--- src/rtl/led_driver_ctrl.sv ---
// led_driver_ctrl: transmit-side controller for an STP16-style LED shift-register driver.
// It serialises a C_N-bit word MSB first onto LED_SDI/LED_Clk and pulses LED_LE to latch it.
// The driver's LED_SDO is captured during the same frame, so Rd_data returns the previous contents.
// A free-running PWM counter drives active-low LED_OE independently of the frame FSM.
module led_driver_ctrl #(
    parameter int C_N       = 16,
    parameter int C_CLK_DIV = 4,
    parameter int C_LE_CYC  = 2,
    parameter int C_PWM_W   = 8
) (
    input  logic               Clk,
    input  logic               Rst,
    input  logic               Start,
    input  logic [C_N-1:0]     Data_in,
    output logic               Busy,
    output logic               Done,
    output logic [C_N-1:0]     Rd_data,
    input  logic [C_PWM_W-1:0] Bright,
    input  logic               Blank,
    output logic               LED_Clk,
    output logic               LED_SDI,
    output logic               LED_LE,
    output logic               LED_OE,
    input  logic               LED_SDO
);

    // One phase counter serves both the shift half-periods and the latch pulse.
    localparam int PH_MAX = (C_CLK_DIV > C_LE_CYC) ? C_CLK_DIV : C_LE_CYC;
    localparam int PH_W   = (PH_MAX > 1) ? $clog2(PH_MAX) : 1;
    localparam int BIT_W  = $clog2(C_N);

    localparam logic [PH_W-1:0]  DIV_LAST = PH_W'(C_CLK_DIV - 1);
    localparam logic [PH_W-1:0]  LE_LAST  = PH_W'(C_LE_CYC - 1);
    localparam logic [BIT_W-1:0] BIT_TOP  = BIT_W'(C_N - 1);

    typedef enum logic [1:0] {
        IDLE,
        SHIFT_LO,
        SHIFT_HI,
        LATCH
    } state_t;

    state_t             state, state_next;
    logic [PH_W-1:0]    ph_cnt, ph_cnt_next;
    logic [BIT_W-1:0]   bit_cnt, bit_cnt_next;
    logic [C_N-1:0]     tx, tx_next;
    logic [C_N-1:0]     rx, rx_next;
    logic [C_N-1:0]     rd_next;
    logic               done_next;

    logic [C_PWM_W-1:0] pwm_cnt;
    logic [C_PWM_W-1:0] bright_lat;

    // Next-state and datapath updates for the frame sequencer.
    always_comb begin
        // NOTE: every variable gets a default first so no path can infer a latch.
        state_next   = state;
        ph_cnt_next  = ph_cnt;
        bit_cnt_next = bit_cnt;
        tx_next      = tx;
        rx_next      = rx;
        rd_next      = Rd_data;
        done_next    = 1'b0;

        case (state)
            IDLE: begin
                // The Done cycle is still IDLE, but a request there is dropped, not queued.
                if (Start && !Done) begin
                    tx_next      = Data_in;
                    bit_cnt_next = BIT_TOP;
                    ph_cnt_next  = '0;
                    state_next   = SHIFT_LO;
                end
            end

            SHIFT_LO: begin
                if (ph_cnt == DIV_LAST) begin
                    // SDO is sampled on the same edge that raises LED_Clk, i.e. before the driver shifts.
                    ph_cnt_next = '0;
                    rx_next     = {rx[C_N-2:0], LED_SDO};
                    state_next  = SHIFT_HI;
                end else begin
                    ph_cnt_next = ph_cnt + 1'b1;
                end
            end

            SHIFT_HI: begin
                if (ph_cnt == DIV_LAST) begin
                    ph_cnt_next = '0;
                    if (bit_cnt == '0) begin
                        state_next = LATCH;
                    end else begin
                        bit_cnt_next = bit_cnt - 1'b1;
                        tx_next      = {tx[C_N-2:0], 1'b0};
                        state_next   = SHIFT_LO;
                    end
                end else begin
                    ph_cnt_next = ph_cnt + 1'b1;
                end
            end

            LATCH: begin
                if (ph_cnt == LE_LAST) begin
                    ph_cnt_next = '0;
                    done_next   = 1'b1;
                    rd_next     = rx;
                    state_next  = IDLE;
                end else begin
                    ph_cnt_next = ph_cnt + 1'b1;
                end
            end

            default: state_next = IDLE;
        endcase
    end

    // State register; pin outputs are registered from the next state so they align with it.
    always_ff @(posedge Clk) begin
        // NOTE: sequential state uses non-blocking assignments only, so all flops update together.
        if (Rst) begin
            state   <= IDLE;
            ph_cnt  <= '0;
            bit_cnt <= '0;
            tx      <= '0;
            rx      <= '0;
            Rd_data <= '0;
            Done    <= 1'b0;
            Busy    <= 1'b0;
            LED_Clk <= 1'b0;
            LED_SDI <= 1'b0;
            LED_LE  <= 1'b0;
        end else begin
            state   <= state_next;
            ph_cnt  <= ph_cnt_next;
            bit_cnt <= bit_cnt_next;
            tx      <= tx_next;
            rx      <= rx_next;
            Rd_data <= rd_next;
            Done    <= done_next;
            Busy    <= (state_next != IDLE);
            LED_Clk <= (state_next == SHIFT_HI);
            LED_LE  <= (state_next == LATCH);
            LED_SDI <= ((state_next == SHIFT_LO) || (state_next == SHIFT_HI)) ? tx_next[C_N-1] : 1'b0;
        end
    end

    // PWM dimming: brightness is only taken at the period boundary so a duty change never glitches.
    always_ff @(posedge Clk) begin
        if (Rst) begin
            pwm_cnt    <= '0;
            bright_lat <= '0;
            LED_OE     <= 1'b1;
        end else begin
            pwm_cnt <= pwm_cnt + 1'b1;
            if (pwm_cnt == '1) begin
                bright_lat <= Bright;
            end
            LED_OE <= Blank | ~(pwm_cnt < bright_lat);
        end
    end

endmodule

--- config.mk ---
export PLATFORM = sky130hd
export DESIGN_NAME = led_driver_ctrl
export DESIGN_NICKNAME = d
export VERILOG_FILES = /design/src/rtl/led_driver_ctrl.sv
export SDC_FILE = /design/constraint.sdc
export NUM_CORES = 1
export LEC_CHECK = 0
export BUFFER_PORTS_ARGS = -buffer_cell sky130_fd_sc_hd__buf_4
export CAP_MARGIN = 0
export CORE_AREA = 2 2 114 116
export DETAILED_ROUTE_END_ITERATION = 8
export DIE_AREA = 0 0 116 118
export PLACE_DENSITY = 0.51
export SYNTH_ARGS = -nofsm -noshare
export SYNTH_HDL_FRONTEND = slang
export SYNTH_SLANG_ARGS = --single-unit
--- constraint.sdc ---
create_clock -name Clk -period 3.8 [get_ports Clk]
set_input_delay 0 -clock Clk [delete_from_list [all_inputs] [get_ports Clk]]
set_output_delay 0 -clock Clk [all_outputs]
set_load 0.005 [all_outputs]
==> results.yml, run 1 <==
synthesis:
  synth-adder-area-share: 0.07321
  synth_top_family_by_area: "simple AND/OR/NAND/NOR gates"
  postSynthAreaPerCell_um2: 8.524
  ys.flop_type: "dfxtp_1"
  ys_types: 42
  synth_compound_gate_area_share: 0.1958
  synth_async_sr_flop_share: 0
  synth-edff-count: 0
  synthSimpleGateAreaFrac: 0.2090
  ys_warn_count: 0
  synth_seq_cells: 78
  yosysSeqAreaShare: 0.4568
  synth.mux.area_fraction: 0
  synth_area_um2: 3418
  synthCells: 401
  synthesis.nets: 450
  synth_xor_area_frac: 0.01025
clocking:
  cts_hold_buf: 19
  numCtsBuffers: 9
  cts.sinks: 78
  cts-root-buf: "clkbuf_16"
  cts_tree: "yes"
  cts_max_level: 3
  cts_setup_buffers: 0
  cts_resized: 0
  worstSkewPairLatency_ns: 0.34
  ctsLongestPathBuffers: 2
  clkTransAtPathRegs_ns: 0.06
sta:
  tightest_slew_ns: 0.8483
  finalSetupTns_ns: 0
  rsz0062_at_grt: "no"
  slew_headroom: 0.4345
  finalSetupViolCount: 0
  fin_crit_ns: 2.384
  fin_crit_sh: 0.6274
  setup_ws_ns: 1.416
  max_freq_mhz: 419.4
  final_hold_viol_count: 0
  fin_skew_ns: 0.007012
  drv_slew: 0
grt:
  grt_max_degree: 79
  grt_pass1_vias: 2871
  grt_usage: 0.1219
  grt_pass1_wl_mm: 13.41
  antenna_found_initial: 0
  grt_overflow: 0
worst_setup_path:
  rr_worst_depth: 7
  max_stage_delay_ns: 0.43
  worstPathCellList: "inv_1, ha_1, and3b_1, buf_4, o221ai_4, or3_1, a31oi_1"
  critPathMaxFanout: 19
  cpLargestDelayFamily: "simple AND/OR/NAND/NOR gates"
  critPathKind: "flip-flop to flip-flop"
  worstPathArrival_ns: 2.64
  required_ns: 4.06
  path_buf_inv: 2
  end_kind: "flip-flop"
  cp.depth: 7
  startpoint_type: "flip-flop"
  cp_slowest_cell: "ha_1"
status:
  status: "finished, final reports clean"
finish:
  antennaDiodeCount: 0
  fin_cells: 635
  final_nets: 507
  syn2layout_area_growth_pct: 28.59
  n_fill_cell: 1332
  multi_input_area_um2: 1669
  seq_area_um2: 1562
  final_util: 0.3541
  drive_above_1_share: 0.1728
  postLayoutCellArea_um2: 4395
place:
  placedCellCount: 600
  port_buffers: 50
  dp_slack_ns: 1.425
  gp_congestion: 0.7543
  post_dp_cell_area_um2: 3896
  dp_hpwl_mm: 5.081
detailed_routing:
  drc: 0
  first_pass_iters: 5
  ant_nets: 0
  viasPerCell: 4.557
  routed_wl_mm: 7.919
  drtIter0Drc: 177
  via_count: 2894
  post_drt_wl_per_cell_um: 12.47
die:
  rows: 41
  fp.dieW_um: 116
  io_pins: 51
  chipHeight_um: 118
  fp.coreArea_um2: 12410
  start_util: 0.2753
  dieArea_um2: 13690
power_and_ir_drop:
  p_leak_uw: 0.001672
  powerDensity_nw_per_um2: 627.1
  peakVddDrop_mv: 0.2120
hold_path:
  min_path_type: "input pin to flip-flop"
  hold_depth: 3
run:
  max_cap_viol_count: 0
-- cell usage after synthesis (all sizes together), types with 2 or more instances --
cell | count | area share
nor2b | 5 | 0.0092
nand4 | 2 | 0.0037
a221oi | 14 | 0.054
nand2b | 6 | 0.011
xor2 | 3 | 0.0077
buf | 10 | 0.020
a21oi | 51 | 0.075
or3 | 4 | 0.0073
and3 | 3 | 0.0055
clkbuf | 14 | 0.015
nor3 | 16 | 0.023
nand3 | 8 | 0.012
inv | 18 | 0.020
a211oi | 3 | 0.0066
and2 | 2 | 0.0037
ha | 20 | 0.073
a31oi | 3 | 0.0055
nand2 | 79 | 0.087
dfxtp | 78 | 0.46
nor2 | 30 | 0.033
o21ai | 15 | 0.022
-- registers in the layout (all words and copies together) (netlist names) --
signal and count:
LED_OE 1, state 2, rx 16, bit_cnt 4, Rd_data 16, LED_LE 1
bright_lat 8, pwm_cnt 8, LED_Clk 1, Busy 1, LED_SDI 1, tx 16
ph_cnt 2, Done 1
-- power by group --
group / switching, uW / internal [uW]
combinational: 462 / 348
clock: 360 / 531
sequential: 96.7 / 958
total: 919 / 1840
-- cells by family (layout without fill, tap and decap cells) --
family                   count (synthesis)  after routing
XOR/XNOR                                 4              4
buffers and inverters                   42            104
flip-flops                              78             78
AO/OA/AOI/OAI                           97             97
adder cells (fa/ha/maj)                 20             20
AND/OR/NAND/NOR                        160            160
-- worst min-delay path, stage by stage --
cell and delay, ns:
buf_4 0.08, a221oi_2 0.04, nor3_1 0.16
-- per-stage QoR --
stage               hold WS, ns  total power (uW)
detailed placement       0.2581              1871
global route            0.01919              2946
floorplan                0.1346              1695
finish                 0.003399              2756
global placement         0.2502              1848
CTS                   0.0008168              2787
-- layer usage --
| layer | up-vias | wire length (um) | global-route usage |
|---|---|---|---|
| li1 | 1489 | - | - |
| met1 | 1357 | 3754 | 0.1488 |
| met2 | 35 | 3758 | 0.1966 |
| met3 | 13 | 239 | 0.03296 |
| met4 | 0 | 167 | 0.05804 |
| met5 | - | 0 | 0 |
-- area by class of cell --
cell class                      count  share of cell area
Clock buffer                       10             0.05437
Clock inverter                      6             0.01594
Inverter                           18             0.01537
Multi-Input combinational cell    281              0.3797
Sequential cell                    78              0.3553
Tap cell                          172             0.04896
Timing Repair Buffer               70              0.1304
-- layout by cell type, fill, tap and decap left out, drive strengths merged, types with 2 or more instances in the layout --
cell type / instances
buf: 51
a31oi: 3
nor2b: 5
nand2: 79
a211oi: 3
nor3: 16
nand4: 2
nand3: 8
inv: 19
nor2: 30
and2: 2
nand2b: 6
a221oi: 14
a21oi: 51
and3: 3
clkbuf: 10
ha: 20
o21ai: 15
dlygate4sd3: 19
clkinv: 2
or3: 4
xor2: 3
dfxtp: 78
clkinvlp: 2
-- worst paths after layout --
check | slack (ns) | endpoint | start
worst max register to register | 1.42 | bit_cnt[3] | state[1]
worst min register to register | 0.46 | rx[15] | rx[15]
worst min-delay path | 0.003 | tx[8] | Data_in[8]
worst max-delay path | 1.42 | bit_cnt[3] | state[1]
Power figures use the tool's default switching activity.
==> inputs of run 2 (changes only) <==
ABC_AREA = 1   (was default)
CORE_AREA = 2 2 116 118   (was 2 2 114 116)
DIE_AREA = 0 0 118 120   (was 0 0 116 118)
clock period = 2.4 ns   (was 3.8 ns; I/O delays follow)
==> results.yml, run 2 <==
worst_setup_path:
  critPathCapture: "LED_SDI"
  reg2reg_from: "state[1]"
  rr_worst_depth: 10
  worstPathArrival_ns: 2.37
  cp_slowest_cell: "dfxtp_1"
  ff2ff_setup_slack_ns: 0.30
  critPathMaxFanout: 7
  timing.rr.end: "LED_SDI"
  critPathKind: "flip-flop to flip-flop"
  path_buf_inv: 2
  startpoint_type: "flip-flop"
  worstPathCellList: "inv_1, ha_1, nor2_2, o211ai_1, nand2_1, nand2_1, inv_1, ha_1, or2_2, a21oi_1"
  cp.depth: 10
  required_ns: 2.67
  cpLargestDelayFamily: "simple AND/OR/NAND/NOR gates"
  end_kind: "flip-flop"
  max_stage_delay_ns: 0.41
  cp-startpoint: "state[1]"
finish:
  postLayoutCellArea_um2: 4638
  mostFrequentLayoutCells: "nor2_1 (116), nand2_1 (97), dfxtp_1 (78)"
  top_regs: "Rd_data: 16 flops, rx: 16 flops, tx: 16 flops"
  drive_above_1_share: 0.1364
  antennaDiodeCount: 0
  syn2layout_area_growth_pct: 30.67
  fin_cells: 755
  final_nets: 623
  seq_area_um2: 1562
  final_common_cell: "nor2_1"
  n_fill_cell: 1399
  multi_input_area_um2: 1670
die:
  start_util: 0.2735
  chipHeight_um: 120
  rows: 42
  fp.dieW_um: 118
  dieArea_um2: 14160
  io_pins: 51
  fp.coreArea_um2: 12980
power_and_ir_drop:
  seqPwrFrac: 0.348
  total_power_uw: 4504
  powerDensity_nw_per_um2: 971.2
  p_sw_uw: 1562
  p_sw_frac: 0.3467
  p_int_uw: 2943
  power_frac_comb: 0.325
  clockPowerShare: 0.327
  peakVddDrop_mv: 0.3748
  p_leak_uw: 0.001999
grt:
  antenna_found_initial: 0
  grt_pass1_vias: 2979
  grt_usage: 0.1176
  grt_max_degree: 34
  grt_overflow: 0
  grt_pass1_wl_mm: 13.46
synthesis:
  synthesis.nets: 553
  ys_types: 25
  synth_seq_cells: 78
  synth_async_sr_flop_share: 0
  synth_most_common_cell: "nor2_1"
  synthCells: 504
  ys.flop_type: "dfxtp_1"
  synth_largest_area_cell: "dfxtp_1"
  synth-edff-count: 0
  synth_area_um2: 3550
  synthTopCellsByArea: "dfxtp_1 (44%), nor2_1 (12%), nand2_1 (10%)"
  ys_warn_count: 0
  yosysSeqAreaShare: 0.4399
  postSynthAreaPerCell_um2: 7.043
  synth_top_area_share: 0.4399
  yosys-top-cells-count: "nor2_1 (116), nand2_1 (97), dfxtp_1 (78)"
clocking:
  ctsLongestPathBuffers: 2
  cts-root-buf: "clkbuf_16"
  cts_max_level: 3
  worstSkewPairLatency_ns: 0.34
  clkTransAtPathRegs_ns: 0.06
  numCtsBuffers: 9
  cts_tree: "yes"
  cts.sinks: 78
detailed_routing:
  drc: 0
  ant_nets: 0
  first_pass_iters: 4
  routed_wl_mm: 7.909
  via_count: 3186
  viasPerCell: 4.220
  drtIter0Drc: 160
  post_drt_wl_per_cell_um: 10.48
hold_path:
  hold_depth: 5
  min_path_type: "input pin to flip-flop"
sta:
  setup_ws_ns: 0.2973
  max_freq_mhz: 475.6
  final_hold_viol_count: 0
  finalSetupViolCount: 0
  fin_skew_ns: 0.006276
  finalSetupTns_ns: 0
  rsz0062_at_grt: "no"
  fin_crit_ns: 2.103
  slew_headroom: 0.6490
  fin_crit_sh: 0.8761
  drv_slew: 0
  tightest_slew_ns: 0.5259
status:
  status: "finished, final reports clean"
place:
  post_dp_cell_area_um2: 4094
  gp_congestion: 0.7501
  placedCellCount: 717
  dp_hpwl_mm: 5.201
  port_buffers: 50
  dp_slack_ns: 0.3277
run:
  max_cap_viol_count: 0
run 2: cell count changes after synthesis, moves of 4 or more:
cell / change
a221oi_2: -10
inv_1: +39
a21oi_1: -30
nor2b_1: -5
nand2_1: +18
nand2b_1: -6
nand3_1: +9
a221oi_1: -4
o21ai_0: +46
nor3_1: -13
clkbuf_1: -4
or3_1: -4
nor2_1: +86
run 2: tightest hold or removal path: stages:
cell,delay [ns]
buf_4,0.08
nand2_1,0.04
o21ai_0,0.08
nor2_1,0.05
nor2_1,0.07
run 2: cell type report:
type / instances / area share
multi-input cells: 349 / 0.3601
clock buffers: 9 / 0.04856
well taps: 176 / 0.04748
inverters: 57 / 0.04613
clock inverters: 7 / 0.02131
flip-flops and latches: 78 / 0.3367
repair buffers: 79 / 0.1397
run 2: timing repair:
item | 4_1_cts | 5_1_grt
hold buffers | 22 | 0
hold endpoints to repair | 24 | 0
buffers inserted | 0 | 0
resized for setup | 0 | 0
run 2: kinds of logic after synthesis:
group,synth area share
fa+ha+maj,0.07050
flops,0.4399
compound gates,0.1287
buf+inv,0.08953
simple gates,0.2714
run 2: worst min path at each step:
stage	to	startpoint	slack, ns
floorplan	LED_SDI	Rst	0.16
global placement	rx[0]	LED_SDO	0.26
detailed placement	rx[0]	LED_SDO	0.27
CTS	tx[5]	Data_in[5]	0.005
global route	tx[9]	Data_in[9]	0.04
finish	tx[5]	Data_in[5]	0.01
run 2: routing by layer:
metal  wire length, um  up-vias  GRT usage
met2              3323       54     0.1824
met3               374        9    0.03565
met5                 0        -          0
li1                  -     1713          -
met4               135        0    0.05196
met1              4077     1410     0.1509
run 2: metrics by stage:
step	hold slack, ns	util
final	0.01445	0.3573
after global routing	0.04085	0.3573
after CTS	0.004798	0.3573
after detailed placement	0.2667	0.3154
after global placement	0.2564	0.3154
after floorplan	0.1569	-
run 2: power by group through the flow:
stage / combinational [uW] / clock (uW) / sequential [uW]
6_report: 1460 / 1470 / 1570
5_1_grt: 1710 / 1570 / 1590
4_1_cts: 1480 / 1520 / 1570
3_5_place_dp: 1440 / 0 / 1600
3_3_place_gp: 1410 / 0 / 1590
2_1_floorplan: 1170 / 0 / 1580
==> inputs of run 3 (changes only) <==
REMOVE_ABC_BUFFERS = 1   (was default)
==> results.yml, run 3 (synthesis results as in run 2) <==
clocking:
  cts-root-buf: "clkbuf_16"
  numCtsBuffers: 9
  clkTransAtPathRegs_ns: 0.06
  cts_resized: 0
  worstSkewPairLatency_ns: 0.33
  cts_max_level: 3
  ctsLongestPathBuffers: 2
  cts_tree: "yes"
  cts.sinks: 78
grt:
  antenna_found_initial: 0
  grt_usage: 0.1167
  grt_max_degree: 34
  grt_pass1_vias: 3101
  grt_overflow: 0
  grt_pass1_wl_mm: 13.72
sta:
  tightest_slew_ns: 0.5467
  holdWs_ns: -0.002455
  setup_ws_ns: 0.3640
  finalSetupViolCount: 0
  finalSetupTns_ns: 0
  fin_crit_sh: 0.8483
  fin_crit_ns: 2.036
  final_hold_viol_count: 1
  rsz0062_at_grt: "no"
  fin_skew_ns: 0.005496
  slew_headroom: 0.6351
  drv_slew: 0
  max_freq_mhz: 491.2
place:
  gp_congestion: 0.7508
  post_dp_cell_area_um2: 4094
  dp_slack_ns: 0.3696
  placedCellCount: 717
  port_buffers: 50
  dp_hpwl_mm: 5.304
finish:
  final_common_cell: "nor2_1"
  syn2layout_area_growth_pct: 28.62
  final_nets: 618
  top_regs: "Rd_data: 16 flops, rx: 16 flops, tx: 16 flops"
  antennaDiodeCount: 0
  drive_above_1_share: 0.1359
  mostFrequentLayoutCells: "nor2_1 (116), nand2_1 (97), dfxtp_1 (78)"
  postLayoutCellArea_um2: 4566
  fin_cells: 750
worst_setup_path:
  end_kind: "flip-flop"
  critPathKind: "flip-flop to flip-flop"
  critPathMaxFanout: 7
  required_ns: 2.66
  worstPathArrival_ns: 2.30
  startpoint_type: "flip-flop"
status:
  violations: "hold timing"
  status: "complete, but fails checks"
power_and_ir_drop:
  power_frac_comb: 0.330
  p_sw_frac: 0.3414
  peakVddDrop_mv: 0.3893
  p_leak_uw: 0.001974
  powerDensity_nw_per_um2: 957.6
  clockPowerShare: 0.311
  seqPwrFrac: 0.359
  p_int_uw: 2879
  p_sw_uw: 1493
die:
  fp.dieW_um: 118
  io_pins: 51
  start_util: 0.2735
  dieArea_um2: 14160
  fp.coreArea_um2: 12980
  rows: 42
  chipHeight_um: 120
detailed_routing:
  routed_wl_mm: 7.811
  ant_nets: 0
  post_drt_wl_per_cell_um: 10.41
  drtIter0Drc: 116
  viasPerCell: 4.249
  drc: 0
  via_count: 3187
  first_pass_iters: 4
run:
  max_cap_viol_count: 0
hold_path:
  min_path_type: "input pin to flip-flop"
[run 3: changes by cell type in the layout (fill, tap and decap cells not counted)]
cell / previous run / this run
clkinv_4: 3 / 0
clkinvlp_4: 1 / 0
clkinv_2: 1 / 3
bufinv_16: 2 / 1
dlygate4sd3_1: 22 / 17
clkbuf_1: 0 / 1
clkbuf_8: 0 / 2
[run 3: area by class of cell]
class | count | area, um2
inverters | 57 | 214.0
fillers | 1408 | 8414
repair buffers | 74 | 598.1
clock buffers | 12 | 256.5
clock inverters | 4 | 45.04
flip-flops and latches | 78 | 1562
well taps | 176 | 220.2
multi-input cells | 349 | 1670
[run 3: stage by stage]
step | power [uW] | utilization
after floorplan | 2636 | -
after global placement | 2996 | 0.3154
after detailed placement | 3035 | 0.3154
after CTS | 4445 | 0.3517
after global routing | 4737 | 0.3517
final | 4372 | 0.3517
[run 3: path summary, 6_finish.rpt]
kind / startpoint / endpoint / slack (ns) / cells past startpoint
max: state[1] / LED_SDI / 0.36 / 10
min: Data_in[1] / tx[1] / -0.002 / 5
min reg2reg: bright_lat[0] / bright_lat[0] / 0.45 / 2
max reg2reg: state[1] / LED_SDI / 0.36 / 10
[run 3: routing by layer]
metal  share of wire  routed length [um]  up-vias  global-route usage
met5               0                   0        -                   0
met4          0.0081                  63        0             0.02786
met3           0.037                 290        7             0.03565
met2            0.46                3590       44              0.1977
met1            0.50                3867     1433              0.1454
li1                -                   -     1703                   -
[run 3: power by group through the flow]
stage               clock, uW  sequential (uW)  combinational, uW
floorplan                   0             1580               1060
global placement            0             1590               1410
detailed placement          0             1600               1440
CTS                      1410             1570               1470
global route             1450             1590               1700
finish                   1360             1570               1440
[run 3: timing repair]
item | in CTS | in global routing
buffers inserted | 0 | 0
setup endpoints to repair | 0 | 0
hold buffers | 17 | 0
hold endpoints to repair | 17 | 0
[run 3: worst max-delay path, stage by stage (launching register included)]
cell	delay [ns]
dfxtp_1	0.41
inv_1	0.12
ha_1	0.30
nor2_2	0.19
o211ai_1	0.11
nand2_1	0.07
nand2_1	0.07
inv_1	0.10
ha_1	0.23
or2_2	0.27
a21oi_1	0.10
